## config.mk

```make
export PLATFORM = sky130hd
export DESIGN_NAME = microcode_sequencer_flat
export DESIGN_NICKNAME = d
export VERILOG_FILES = /design/src/rtl/microcode_sequencer_if.sv /design/src/rtl/microcode_sequencer.sv /design/src/flat_wrapper.sv
export SDC_FILE = /design/constraint.sdc
export NUM_CORES = 1
export LEC_CHECK = 0
export ABC_AREA = 1
export BUFFER_PORTS_ARGS = -buffer_cell sky130_fd_sc_hd__buf_2
export CAP_MARGIN = 20
export CORE_ASPECT_RATIO = 1.1
export CORE_MARGIN = 4
export CORE_UTILIZATION = 30
export DETAILED_ROUTE_END_ITERATION = 10
export PLACE_DENSITY_LB_ADDON = 0.15
export SLEW_MARGIN = 30
export SYNTH_ARGS = -nofsm -noshare
export SYNTH_HDL_FRONTEND = slang
export SYNTH_SLANG_ARGS = --single-unit
export TNS_END_PERCENT = 20
```

## constraint.sdc

```tcl
create_clock -name clock -period 1.62 [get_ports clock]
set_input_delay 0.162 -clock clock [delete_from_list [all_inputs] [get_ports clock]]
set_output_delay 0.162 -clock clock [all_outputs]
set_load 0.02 [all_outputs]
```

## src/rtl/microcode_sequencer_if.sv

```systemverilog
// Control/status bundle between the microcode sequencer and the datapath.
// The sequencer is the master: it drives bus selects, ALU opcode, memory and
// register controls, and receives instruction, flags and memory completion.
interface microcode_sequencer_if #(
  parameter int INSTR_W = 32,
  parameter int OPC_W   = 6,
  parameter int SEL_W   = 3,
  parameter int CSEL_W  = 4,
  parameter int INC_W   = 5,
  parameter int CLR_W   = 6
);
  logic               start;
  logic               step_mode;
  logic               step;
  logic [OPC_W-1:0]   opcode;
  logic [INSTR_W-1:0] instruction;
  logic               n;
  logic               z;
  logic               mem_ready;
  logic [2:0]         alu_op;
  logic [SEL_W-1:0]   abus_en;
  logic [SEL_W-1:0]   bbus_en;
  logic [CSEL_W-1:0]  cbus_en;
  logic [3:0]         mem_en;
  logic [INC_W-1:0]   inc_en;
  logic [CLR_W-1:0]   reg_clr;
  logic               busy;
  logic               end_process;
  logic               mem_error;

  modport master (
    input  start, step_mode, step, opcode, instruction, n, z, mem_ready,
    output alu_op, abus_en, bbus_en, cbus_en, mem_en, inc_en, reg_clr,
           busy, end_process, mem_error
  );

  modport slave (
    output start, step_mode, step, opcode, instruction, n, z, mem_ready,
    input  alu_op, abus_en, bbus_en, cbus_en, mem_en, inc_en, reg_clr,
           busy, end_process, mem_error
  );
endinterface

```

## src/rtl/microcode_sequencer.sv

```systemverilog
// Microcode sequencer for the downsampling processor.
// All outputs are registered: the combinational block computes the next state
// together with the outputs that belong to it, so registered outputs always
// describe the state currently held.
//
// state    | meaning
// ---------+------------------------------------------------------------
// IDLE     | registers held cleared, waiting for start
// FETCH    | instruction fetch, waiting on mem_ready
// EXEC     | single-cycle execute of a non-memory, non-branch opcode
// MAR      | immediate address loaded into MAR (LOADK / STORK)
// MEM_WAIT | memory access held until mem_ready or timeout
// BR1/BR2  | compare cycles of JMPX; flags sampled at end of BR2
// BRT      | branch taken, immediate written to PC
// STEP     | single-step pause, step pulse resumes fetching
// HALT     | END executed, only reset leaves
// ERROR    | illegal opcode or memory timeout, only reset leaves
module microcode_sequencer #(
  parameter int INSTR_W     = 32,
  parameter int OPC_W       = 6,
  parameter int SEL_W       = 3,
  parameter int CSEL_W      = 4,
  parameter int INC_W       = 5,
  parameter int CLR_W       = 6,
  parameter int DST_LSB     = 23,
  parameter int BSEL_LSB    = 19,
  parameter int NFLAG_BIT   = 18,
  parameter int ZFLAG_BIT   = 17,
  parameter int IMM_ASEL    = 7,
  parameter int AC_SEL      = 3,
  parameter int MAR_CSEL    = 12,
  parameter int AC_CSEL     = 11,
  parameter int PC_CSEL     = 14,
  parameter int MEM_TIMEOUT = 15
) (
  input  logic                  clock,
  input  logic                  reset,
  microcode_sequencer_if.master bus
);

  localparam int CNT_W = $clog2(MEM_TIMEOUT + 1);

  localparam logic [OPC_W-1:0] OP_NOP   = OPC_W'(0);
  localparam logic [OPC_W-1:0] OP_RSET  = OPC_W'(1);
  localparam logic [OPC_W-1:0] OP_LOADR = OPC_W'(2);
  localparam logic [OPC_W-1:0] OP_LOADK = OPC_W'(3);
  localparam logic [OPC_W-1:0] OP_STORR = OPC_W'(4);
  localparam logic [OPC_W-1:0] OP_STORK = OPC_W'(5);
  localparam logic [OPC_W-1:0] OP_MVARS = OPC_W'(6);
  localparam logic [OPC_W-1:0] OP_MVARD = OPC_W'(7);
  localparam logic [OPC_W-1:0] OP_JUMP  = OPC_W'(8);
  localparam logic [OPC_W-1:0] OP_JMPX  = OPC_W'(9);
  localparam logic [OPC_W-1:0] OP_MVACO = OPC_W'(10);
  localparam logic [OPC_W-1:0] OP_MVACA = OPC_W'(11);
  localparam logic [OPC_W-1:0] OP_MVACB = OPC_W'(12);
  localparam logic [OPC_W-1:0] OP_INC   = OPC_W'(13);
  localparam logic [OPC_W-1:0] OP_ADDK  = OPC_W'(14);
  localparam logic [OPC_W-1:0] OP_ADDR  = OPC_W'(15);
  localparam logic [OPC_W-1:0] OP_SUBK  = OPC_W'(16);
  localparam logic [OPC_W-1:0] OP_SUBR  = OPC_W'(17);
  localparam logic [OPC_W-1:0] OP_MULK  = OPC_W'(18);
  localparam logic [OPC_W-1:0] OP_MULR  = OPC_W'(19);
  localparam logic [OPC_W-1:0] OP_DIVK  = OPC_W'(20);
  localparam logic [OPC_W-1:0] OP_DIVR  = OPC_W'(21);
  localparam logic [OPC_W-1:0] OP_SHFR  = OPC_W'(22);
  localparam logic [OPC_W-1:0] OP_SFTL  = OPC_W'(23);
  localparam logic [OPC_W-1:0] OP_END   = OPC_W'(24);

  typedef enum logic [3:0] {
    S_IDLE, S_FETCH, S_EXEC, S_MAR, S_MEM_WAIT,
    S_BR1, S_BR2, S_BRT, S_STEP, S_HALT, S_ERROR
  } state_t;

  state_t              state_q, state_d;
  logic [CNT_W-1:0]    cnt_q, cnt_d;
  logic [2:0]          alu_op_q, alu_op_d;
  logic [SEL_W-1:0]    abus_en_q, abus_en_d;
  logic [SEL_W-1:0]    bbus_en_q, bbus_en_d;
  logic [CSEL_W-1:0]   cbus_en_q, cbus_en_d;
  logic [3:0]          mem_en_q, mem_en_d;
  logic [INC_W-1:0]    inc_en_q, inc_en_d;
  logic [CLR_W-1:0]    reg_clr_q, reg_clr_d;
  logic                busy_q, busy_d;
  logic                end_process_q, end_process_d;
  logic                mem_error_q, mem_error_d;

  logic [SEL_W-1:0]    fld_a;
  logic [SEL_W-1:0]    fld_b;
  logic [CSEL_W-1:0]   fld_d;
  logic [OPC_W-1:0]    arith_off;
  logic                br_taken;
  logic                timeout;
  logic                unused_instr_bits;

  assign fld_a     = bus.instruction[DST_LSB +: SEL_W];
  assign fld_d     = bus.instruction[DST_LSB +: CSEL_W];
  assign fld_b     = bus.instruction[BSEL_LSB +: SEL_W];
  assign arith_off = bus.opcode - OP_ADDK;
  assign br_taken  = (bus.instruction[NFLAG_BIT] & bus.n) |
                     (bus.instruction[ZFLAG_BIT] & bus.z);
  // Last allowed waiting cycle: a miss here means MEM_TIMEOUT cycles elapsed.
  assign timeout   = (cnt_q == CNT_W'(MEM_TIMEOUT - 1));
  assign unused_instr_bits = ^{bus.instruction[INSTR_W-1:27], bus.instruction[16:0]};

  // Next state plus the registered outputs that belong to that state.
  always_comb begin
    logic go_next;
    logic decode;
    logic pc_inc;
    state_d       = state_q;
    cnt_d         = cnt_q;
    alu_op_d      = '0;
    abus_en_d     = '0;
    bbus_en_d     = '0;
    cbus_en_d     = '0;
    mem_en_d      = '0;
    inc_en_d      = '0;
    reg_clr_d     = '0;
    busy_d        = 1'b0;
    end_process_d = 1'b0;
    mem_error_d   = 1'b0;
    go_next       = 1'b0;
    decode        = 1'b0;
    pc_inc        = 1'b1;

    case (state_q)
      S_IDLE: if (bus.start) begin
        state_d = S_FETCH;
        cnt_d   = '0;
      end
      S_FETCH: begin
        if (bus.mem_ready)  decode = 1'b1;
        else if (timeout)   state_d = S_ERROR;
        else                cnt_d = cnt_q + 1'b1;
      end
      S_EXEC, S_BRT: go_next = 1'b1;
      S_MAR: begin
        state_d  = S_MEM_WAIT;
        cnt_d    = '0;
        mem_en_d = (bus.opcode == OP_LOADK) ? 4'b0100 : 4'b0001;
      end
      S_MEM_WAIT: begin
        if (bus.mem_ready) go_next = 1'b1;
        else if (timeout)  state_d = S_ERROR;
        else begin
          cnt_d    = cnt_q + 1'b1;
          mem_en_d = mem_en_q;
        end
      end
      S_BR1: begin
        state_d   = S_BR2;
        alu_op_d  = 3'd3;
        abus_en_d = fld_a;
        bbus_en_d = fld_b;
      end
      S_BR2: begin
        if (br_taken) begin
          state_d   = S_BRT;
          abus_en_d = SEL_W'(IMM_ASEL);
          cbus_en_d = CSEL_W'(PC_CSEL);
        end else begin
          go_next = 1'b1;
        end
      end
      S_STEP: if (bus.step) begin
        state_d = S_FETCH;
        cnt_d   = '0;
      end
      default: ;
    endcase

    if (go_next) begin
      cnt_d   = '0;
      state_d = bus.step_mode ? S_STEP : S_FETCH;
    end

    if (decode) begin
      state_d = S_EXEC;
      case (bus.opcode)
        OP_NOP: ;
        OP_RSET: reg_clr_d = CLR_W'(bus.instruction[26:22]);
        OP_LOADR, OP_STORR: begin
          state_d  = S_MEM_WAIT;
          cnt_d    = '0;
          mem_en_d = (bus.opcode == OP_LOADR) ? 4'b0010 : 4'b0001;
        end
        OP_LOADK, OP_STORK: begin
          state_d   = S_MAR;
          abus_en_d = SEL_W'(IMM_ASEL);
          cbus_en_d = CSEL_W'(MAR_CSEL);
        end
        OP_MVARS, OP_MVARD: begin
          abus_en_d = (bus.opcode == OP_MVARS) ? SEL_W'(1) : SEL_W'(2);
          cbus_en_d = CSEL_W'(MAR_CSEL);
        end
        OP_JUMP: begin
          abus_en_d = SEL_W'(IMM_ASEL);
          cbus_en_d = CSEL_W'(PC_CSEL);
        end
        OP_JMPX: begin
          state_d   = S_BR1;
          alu_op_d  = 3'd3;
          abus_en_d = fld_a;
          bbus_en_d = fld_b;
        end
        OP_MVACO: begin
          abus_en_d = SEL_W'(AC_SEL);
          cbus_en_d = fld_d;
        end
        OP_MVACA: begin
          abus_en_d = fld_a;
          cbus_en_d = CSEL_W'(AC_CSEL);
        end
        OP_MVACB: begin
          alu_op_d  = 3'd1;
          bbus_en_d = fld_a;
          cbus_en_d = CSEL_W'(AC_CSEL);
        end
        OP_INC: inc_en_d = INC_W'({fld_d, 1'b0});
        OP_ADDK, OP_ADDR, OP_SUBK, OP_SUBR,
        OP_MULK, OP_MULR, OP_DIVK, OP_DIVR: begin
          // Opcode pairs map onto ADD..DIV; the odd member takes B from a register.
          alu_op_d  = 3'd2 + {1'b0, arith_off[2:1]};
          abus_en_d = fld_a;
          bbus_en_d = arith_off[0] ? fld_b : SEL_W'(IMM_ASEL);
          cbus_en_d = fld_d;
        end
        OP_SHFR, OP_SFTL: begin
          alu_op_d  = (bus.opcode == OP_SHFR) ? 3'd6 : 3'd7;
          abus_en_d = SEL_W'(AC_SEL);
          cbus_en_d = CSEL_W'(AC_CSEL);
        end
        OP_END: begin
          state_d = S_HALT;
          pc_inc  = 1'b0;
        end
        default: begin
          state_d = S_ERROR;
          pc_inc  = 1'b0;
        end
      endcase
      inc_en_d[0] = inc_en_d[0] | pc_inc;
    end

    case (state_d)
      S_IDLE:  reg_clr_d = '1;
      S_FETCH: mem_en_d  = 4'b1000;
      S_HALT: begin
        reg_clr_d     = '1;
        end_process_d = 1'b1;
      end
      S_ERROR: mem_error_d = 1'b1;
      default: ;
    endcase

    busy_d = !(state_d inside {S_IDLE, S_HALT, S_ERROR});
  end

  // State, wait counter and output registers with synchronous reset.
  always_ff @(posedge clock) begin
    if (reset) begin
      state_q       <= S_IDLE;
      cnt_q         <= '0;
      alu_op_q      <= '0;
      abus_en_q     <= '0;
      bbus_en_q     <= '0;
      cbus_en_q     <= '0;
      mem_en_q      <= '0;
      inc_en_q      <= '0;
      reg_clr_q     <= '0;
      busy_q        <= 1'b0;
      end_process_q <= 1'b0;
      mem_error_q   <= 1'b0;
    end else begin
      state_q       <= state_d;
      cnt_q         <= cnt_d;
      alu_op_q      <= alu_op_d;
      abus_en_q     <= abus_en_d;
      bbus_en_q     <= bbus_en_d;
      cbus_en_q     <= cbus_en_d;
      mem_en_q      <= mem_en_d;
      inc_en_q      <= inc_en_d;
      reg_clr_q     <= reg_clr_d;
      busy_q        <= busy_d;
      end_process_q <= end_process_d;
      mem_error_q   <= mem_error_d;
    end
  end

  assign bus.alu_op      = alu_op_q;
  assign bus.abus_en     = abus_en_q;
  assign bus.bbus_en     = bbus_en_q;
  assign bus.cbus_en     = cbus_en_q;
  assign bus.mem_en      = mem_en_q;
  assign bus.inc_en      = inc_en_q;
  assign bus.reg_clr     = reg_clr_q;
  assign bus.busy        = busy_q;
  assign bus.end_process = end_process_q;
  assign bus.mem_error   = mem_error_q;

endmodule

```

## src/flat_wrapper.sv

```systemverilog
// flat-port wrapper written by rule: the top's interface ports become plain ports
module microcode_sequencer_flat 
#(
  parameter int INSTR_W     = 32,
  parameter int OPC_W       = 6,
  parameter int SEL_W       = 3,
  parameter int CSEL_W      = 4,
  parameter int INC_W       = 5,
  parameter int CLR_W       = 6,
  parameter int DST_LSB     = 23,
  parameter int BSEL_LSB    = 19,
  parameter int NFLAG_BIT   = 18,
  parameter int ZFLAG_BIT   = 17,
  parameter int IMM_ASEL    = 7,
  parameter int AC_SEL      = 3,
  parameter int MAR_CSEL    = 12,
  parameter int AC_CSEL     = 11,
  parameter int PC_CSEL     = 14,
  parameter int MEM_TIMEOUT = 15
)
  (clock, reset, bus_start, bus_step_mode, bus_step, bus_opcode, bus_instruction, bus_n, bus_z, bus_mem_ready, bus_alu_op, bus_abus_en, bus_bbus_en, bus_cbus_en, bus_mem_en, bus_inc_en, bus_reg_clr, bus_busy, bus_end_process, bus_mem_error);
  microcode_sequencer_if #(.INSTR_W(INSTR_W), .OPC_W(OPC_W), .SEL_W(SEL_W), .CSEL_W(CSEL_W), .INC_W(INC_W), .CLR_W(CLR_W)) bus_i ();
  input  logic clock;
  input  logic reset;
  input wire logic [$bits(bus_i.start)-1:0] bus_start;
  input wire logic [$bits(bus_i.step_mode)-1:0] bus_step_mode;
  input wire logic [$bits(bus_i.step)-1:0] bus_step;
  input wire logic [$bits(bus_i.opcode)-1:0] bus_opcode;
  input wire logic [$bits(bus_i.instruction)-1:0] bus_instruction;
  input wire logic [$bits(bus_i.n)-1:0] bus_n;
  input wire logic [$bits(bus_i.z)-1:0] bus_z;
  input wire logic [$bits(bus_i.mem_ready)-1:0] bus_mem_ready;
  output wire logic [$bits(bus_i.alu_op)-1:0] bus_alu_op;
  output wire logic [$bits(bus_i.abus_en)-1:0] bus_abus_en;
  output wire logic [$bits(bus_i.bbus_en)-1:0] bus_bbus_en;
  output wire logic [$bits(bus_i.cbus_en)-1:0] bus_cbus_en;
  output wire logic [$bits(bus_i.mem_en)-1:0] bus_mem_en;
  output wire logic [$bits(bus_i.inc_en)-1:0] bus_inc_en;
  output wire logic [$bits(bus_i.reg_clr)-1:0] bus_reg_clr;
  output wire logic [$bits(bus_i.busy)-1:0] bus_busy;
  output wire logic [$bits(bus_i.end_process)-1:0] bus_end_process;
  output wire logic [$bits(bus_i.mem_error)-1:0] bus_mem_error;
  assign bus_i.start = bus_start;
  assign bus_i.step_mode = bus_step_mode;
  assign bus_i.step = bus_step;
  assign bus_i.opcode = bus_opcode;
  assign bus_i.instruction = bus_instruction;
  assign bus_i.n = bus_n;
  assign bus_i.z = bus_z;
  assign bus_i.mem_ready = bus_mem_ready;
  assign bus_alu_op = bus_i.alu_op;
  assign bus_abus_en = bus_i.abus_en;
  assign bus_bbus_en = bus_i.bbus_en;
  assign bus_cbus_en = bus_i.cbus_en;
  assign bus_mem_en = bus_i.mem_en;
  assign bus_inc_en = bus_i.inc_en;
  assign bus_reg_clr = bus_i.reg_clr;
  assign bus_busy = bus_i.busy;
  assign bus_end_process = bus_i.end_process;
  assign bus_mem_error = bus_i.mem_error;
  microcode_sequencer #(.INSTR_W(INSTR_W), .OPC_W(OPC_W), .SEL_W(SEL_W), .CSEL_W(CSEL_W), .INC_W(INC_W), .CLR_W(CLR_W), .DST_LSB(DST_LSB), .BSEL_LSB(BSEL_LSB), .NFLAG_BIT(NFLAG_BIT), .ZFLAG_BIT(ZFLAG_BIT), .IMM_ASEL(IMM_ASEL), .AC_SEL(AC_SEL), .MAR_CSEL(MAR_CSEL), .AC_CSEL(AC_CSEL), .PC_CSEL(PC_CSEL), .MEM_TIMEOUT(MEM_TIMEOUT)) u_core (.clock(clock), .reset(reset), .bus(bus_i));
endmodule
```

======== After elaboration in Yosys (flattened, before gate mapping) ========
Cells that the tools add are included.
W data, S select, Z words.
storage, ports and cells
  logic and storage cells ................. 136
  bits in registers ....................... 39
operators by class
  mux-type cells .......................... 56
  equal/unequal tests ..................... 36
  reductions and logical operators ........ 23
  bitwise logic cells ..................... 5
  $add $sub $neg .......................... 3
operators by type and width
  cell                  count
  $mux W4               23
  $eq A6 B5 Y1 const B  9
  $eq A6 B4 Y1 const B  8
  $pmux W4 S4           2
  $eq A6 B3 Y1 const B  4
  $pmux W3 S4           2
  $pmux W4 S6           1
  $reduce_or A24 Y1     1
  $mux W3               7
  $pmux W4 S5           1
  $reduce_or A19 Y1     1
  $reduce_or A2 Y1      9
  $eq A4 B3 Y1 const B  4
  $eq A4 B4 Y1 const B  4
  $mux W5               3
  $eq A6 B2 Y1 const B  2
  $mux W6               2
  $reduce_or A10 Y1     1
  $pmux W3 S3           1
  $reduce_or A9 Y1      1
  $eq A4 B1 Y1 const B  2
  $eq A4 B2 Y1 const B  2
  $logic_not A4 Y1      2
  $mux W1               8
  other kinds (17)      23

======== Depth between registers and ports, before layout ========
  word-level depth ........................ 9
  gate-level depth with buffers ........... 16

======== Worst setup path before layout ========
OpenSTA, ideal clock, no wires.
  path kind ............................... register to register
  from .................................... reg u_core.state_q[3]
  to ...................................... reg u_core.reg_clr_q[0], in the netlist u_core.bus.reg_clr[0]
  period minus slack after synthesis ...... 1.575 ns
  buffers on the path ..................... 0
  arrival ................................. 1.516 ns
  setup time .............................. 0.059 ns
  stages on the path, launching flop included .. 15
  path slack .............................. 0.045 ns
  required time ........................... 1.561 ns
  cell sequence ........................... dfxtp_1 inv_2 nand2_1 inv_2 nand2_1 nand2_1 nand2_1 nand2_1 nand2_1 nand2_1 a21oi_2 nand2_1 o21bai_2 nand2_2 nand2_1
on the way
  cells in the longest elaborated chain, start to end .. 8
  elaborated cells on any way between the ends .. 26
RTL lines
  what                                                      RTL line                    source
  start: declaration                                        microcode_sequencer.sv:74   state_t state_q, state_d;
  start signal: assignment                                  microcode_sequencer.sv:275  state_q <= state_d;
  $eq A4 B1 Y1, or another cell as far along                microcode_sequencer.sv:126  case (state_q)
  $reduce_or A2 Y1 (no line), or another cell as far along  n/a
  $pmux W4 S6 or $pmux W1 S3 (tied branches)                microcode_sequencer.sv:126
  $mux W4                                                   microcode_sequencer.sv:172  if (go_next) begin
  $mux W4                                                   microcode_sequencer.sv:177  if (decode) begin
  $eq A4 B4 Y1 or $logic_not A4 Y1 (tied branches)          microcode_sequencer.sv:245  case (state_d)
  $reduce_or A2 Y1 (no line)                                n/a
  $mux W6 (*)                                               microcode_sequencer.sv:245
  end signal: assignment                                    microcode_sequencer.sv:283  reg_clr_q <= reg_clr_d;
  end: declaration                                          microcode_sequencer.sv:82   logic [CLR_W-1:0] reg_clr_q, reg_clr_d;
Every way passes the cells marked *; elsewhere a longest branch is shown, timed or not.
A chain may end at the register's enable or synchronous reset.

======== Final worst setup path ========
  from .................................... reg u_core.state_q[1]
  to ...................................... reg u_core.reg_clr_q[4], in the netlist u_core.bus.reg_clr[4]
Same word-level chain as after synthesis.

==> impl_metrics.json <==
{
  "min_path_type": "in2reg",
  "ys_warn_count": 0,
  "via_per_inst": 4.73,
  "root_buffer": "clkbuf_8",
  "fin_ws_ns": -0.0870,
  "ys_types": 34,
  "start_util": 0.308,
  "drv_slew": 0,
  "violations": "setup timing",
  "power_density_nw_per_um2": 1270,
  "endpoint_kind": "flip-flop",
  "crit_fanout": 6,
  "clkSinkCount": 39,
  "status": "complete, but fails checks",
  "dp_hpwl_microns": 5910,
  "final_cell_count_no_fill": 602,
  "antenna_found_initial": 0,
  "placedCellCount": 586,
  "drt_iter0_markers": 120,
  "cts_buffer_depth": 2,
  "totalWireLength_microns": 7580,
  "nNetsFinal": 562,
  "h-tree-depth": 2,
  "port-buffer-count": 54,
  "setup_viol": 11,
  "netlist_area_sq_um": 2290,
  "p_total_mw": 4.61,
  "final_cell_mix": "94 x nand2_1, 83 x buf_4, 54 x buf_2",
  "syn2layout_area_growth_pct": 58.3,
  "cap_violations": 0,
  "max_freq_ghz": 0.586,
  "synth_cells": 371,
  "ant_nets": 0,
  "grt_max_degree": 17,
  "avgSynthCellArea_sq_um": 6.18,
  "tightest_slew_ns": 0.460,
  "final-hold-violation-count": 0,
  "worstSetupPathType": "reg2reg",
  "std_cell_rows": 33,
  "ys_ff_latch": 39,
  "worstPathRequired_ns": 1.86,
  "design.die.area_sq_um": 9100,
  "min_period_over_period": 1.05,
  "grt_overflow": 0,
  "synth_nets": 419,
  "cts_tree": "yes",
  "worstSetupStartpointType": "flip-flop",
  "skew_ns": 0.00344,
  "firstDrtPassIters": 4,
  "post_drt_wl_per_cell_microns": 12.6,
  "drive_gt1_frac": 0.445,
  "final.min_clock_period_ns": 1.71,
  "num_antenna_cells": 0,
  "slew_headroom": 0.691,
  "core-area_sq_um": 7430,
  "grt_pass1_vias": 2682,
  "crit_arrival_ns": 1.95,
  "cts_buffers": 5,
  "irDropWorstVdd_mv": 0.699,
  "gr-usage-all-layers": 0.164,
  "yosysSeqAreaShare": 0.341,
  "die_y_microns": 99.7,
  "grt_first_pass_wirelength_microns": 12100,
  "gp_congestion": 0.925,
  "leakagePower_nw": 1.94,
  "layout_commonest_cell": "nand2_1",
  "clk_pin_slew_ns": 0.08,
  "drt_drc_violations_left": 0,
  "ios": 77,
  "die_w_microns": 91.3,
  "rsz0062_at_grt": "yes",
  "clk-insertion-delay-late_ns": 0.29,
  "num_vias": 2850
}
==> metrics by stage <==
stage                     cell area (sq um)  hold slack (ns)  setup WS, ns  TNS, ns  utilization
after global placement                 3240            0.363        -0.197    -4.48        0.435
after global routing                   3630           0.0586        -0.200    -2.43        0.488
after floorplan                        2290            0.273        0.0449        0            -
after CTS                              3460           0.0576      -0.00756  -0.0103        0.466
after detailed placement               3240            0.368        -0.212    -4.20        0.435
final                                  3630           0.0656       -0.0870   -0.610        0.488
==> worst paths after layout <==
path                                   start                                to  slack, ns  cells after the start
min                      bus_instruction[22]  u_core.bus.reg_clr[0]$_SDFF_PP0_       0.07                      3
max reg2reg     u_core.state_q[1]$_SDFF_PP0_  u_core.bus.reg_clr[4]$_SDFF_PP0_      -0.09                     13
max             u_core.state_q[1]$_SDFF_PP0_  u_core.bus.reg_clr[4]$_SDFF_PP0_      -0.09                     13
min reg2reg  u_core.bus.mem_en[3]$_SDFF_PP0_   u_core.bus.mem_en[3]$_SDFF_PP0_       0.48                      2
==> registers in the layout, summed over array words and instances, names as in the netlist <==
register / count
u_core.bus.inc_en: 5
u_core.bus.reg_clr: 6
u_core.bus.cbus_en: 4
u_core.bus.abus_en: 3
u_core.state_q: 4
u_core.cnt_q: 4
u_core.bus.busy: 1
u_core.bus.end_process: 1
u_core.bus.alu_op: 3
u_core.bus.bbus_en: 3
u_core.bus.mem_error: 1
u_core.bus.mem_en: 4
==> power breakdown <==
part	total, mW	internal [mW]	switching, mW	leakage (nW)
combinational	2.55	1.12	1.43	1.56
clock	0.833	0.459	0.374	0.0581
sequential	1.22	1.11	0.117	0.319
total	4.61	2.69	1.92	1.94
==> synthesized netlist by cell type (all sizes together) <==
cell / number / area, sq um
nand2: 113 / 432
nor2: 62 / 255
inv: 47 / 176
dfxtp: 39 / 781
nand3: 34 / 185
a21oi: 22 / 114
o21ai: 19 / 95.1
nor3: 7 / 35.0
o211ai: 5 / 37.5
nor4: 3 / 25.0
a211oi: 2 / 15.0
clkbuf: 2 / 7.51
ha: 2 / 25.0
nor3b: 2 / 20.0
o21bai: 2 / 18.8
a221oi: 1 / 8.76
a22oi: 1 / 7.51
a31oi: 1 / 6.26
a32oi: 1 / 8.76
buf: 1 / 5.00
clkinv: 1 / 3.75
nand4: 1 / 6.26
o31ai: 1 / 7.51
or2: 1 / 6.26
xor2: 1 / 8.76
==> routing by layer <==
layer / GRT usage / vias to the layer above / routed length, microns
li1: - / 1487 / -
met1: 0.190 / 1266 / 3320
met2: 0.296 / 81 / 3730
met3: 0.0356 / 16 / 348
met4: 0.0592 / 0 / 177
met5: 0 / - / 0
==> critical path, stage by stage, from the launching register on <==
cell and delay (ns):
dfxtp_4 0.39, inv_6 0.08, nand2_4 0.06, nor2_4 0.13, nor2_2 0.06, nand3_1 0.08
nand2_1 0.07, nand2_1 0.06, nand2_1 0.07, a21oi_2 0.17, nand2_2 0.10, o21bai_4 0.19
nand2_4 0.10, nand2_1 0.08
==> cell type report <==
cell class / instances / area [sq um]
sequential: 39 / 796
clock buffer: 5 / 68.8
inverter: 48 / 193
fill: 757 / 3800
clock inverter: 3 / 43.8
multi-input combinational: 281 / 1500
timing repair buffer: 139 / 916
tap: 87 / 109
==> cells by family after synthesis <==
family,Yosys count,synth area share
simple gates,223,0.421
buf+inv,51,0.0841
compound gates,55,0.139
flops,39,0.341
xor+xnor,1,0.00382
fa+ha+maj,2,0.0109
==> what timing repair did <==
item | in CTS | in global routing
cloned | 0 | 0
setup endpoints to repair | 22 | 31
setup buffers | 0 | 8
gates resized for setup | 34 | 38
pin swaps | 1 | 14
hold buffers | 0 | 0
Power figures use the tool's default switching activity.
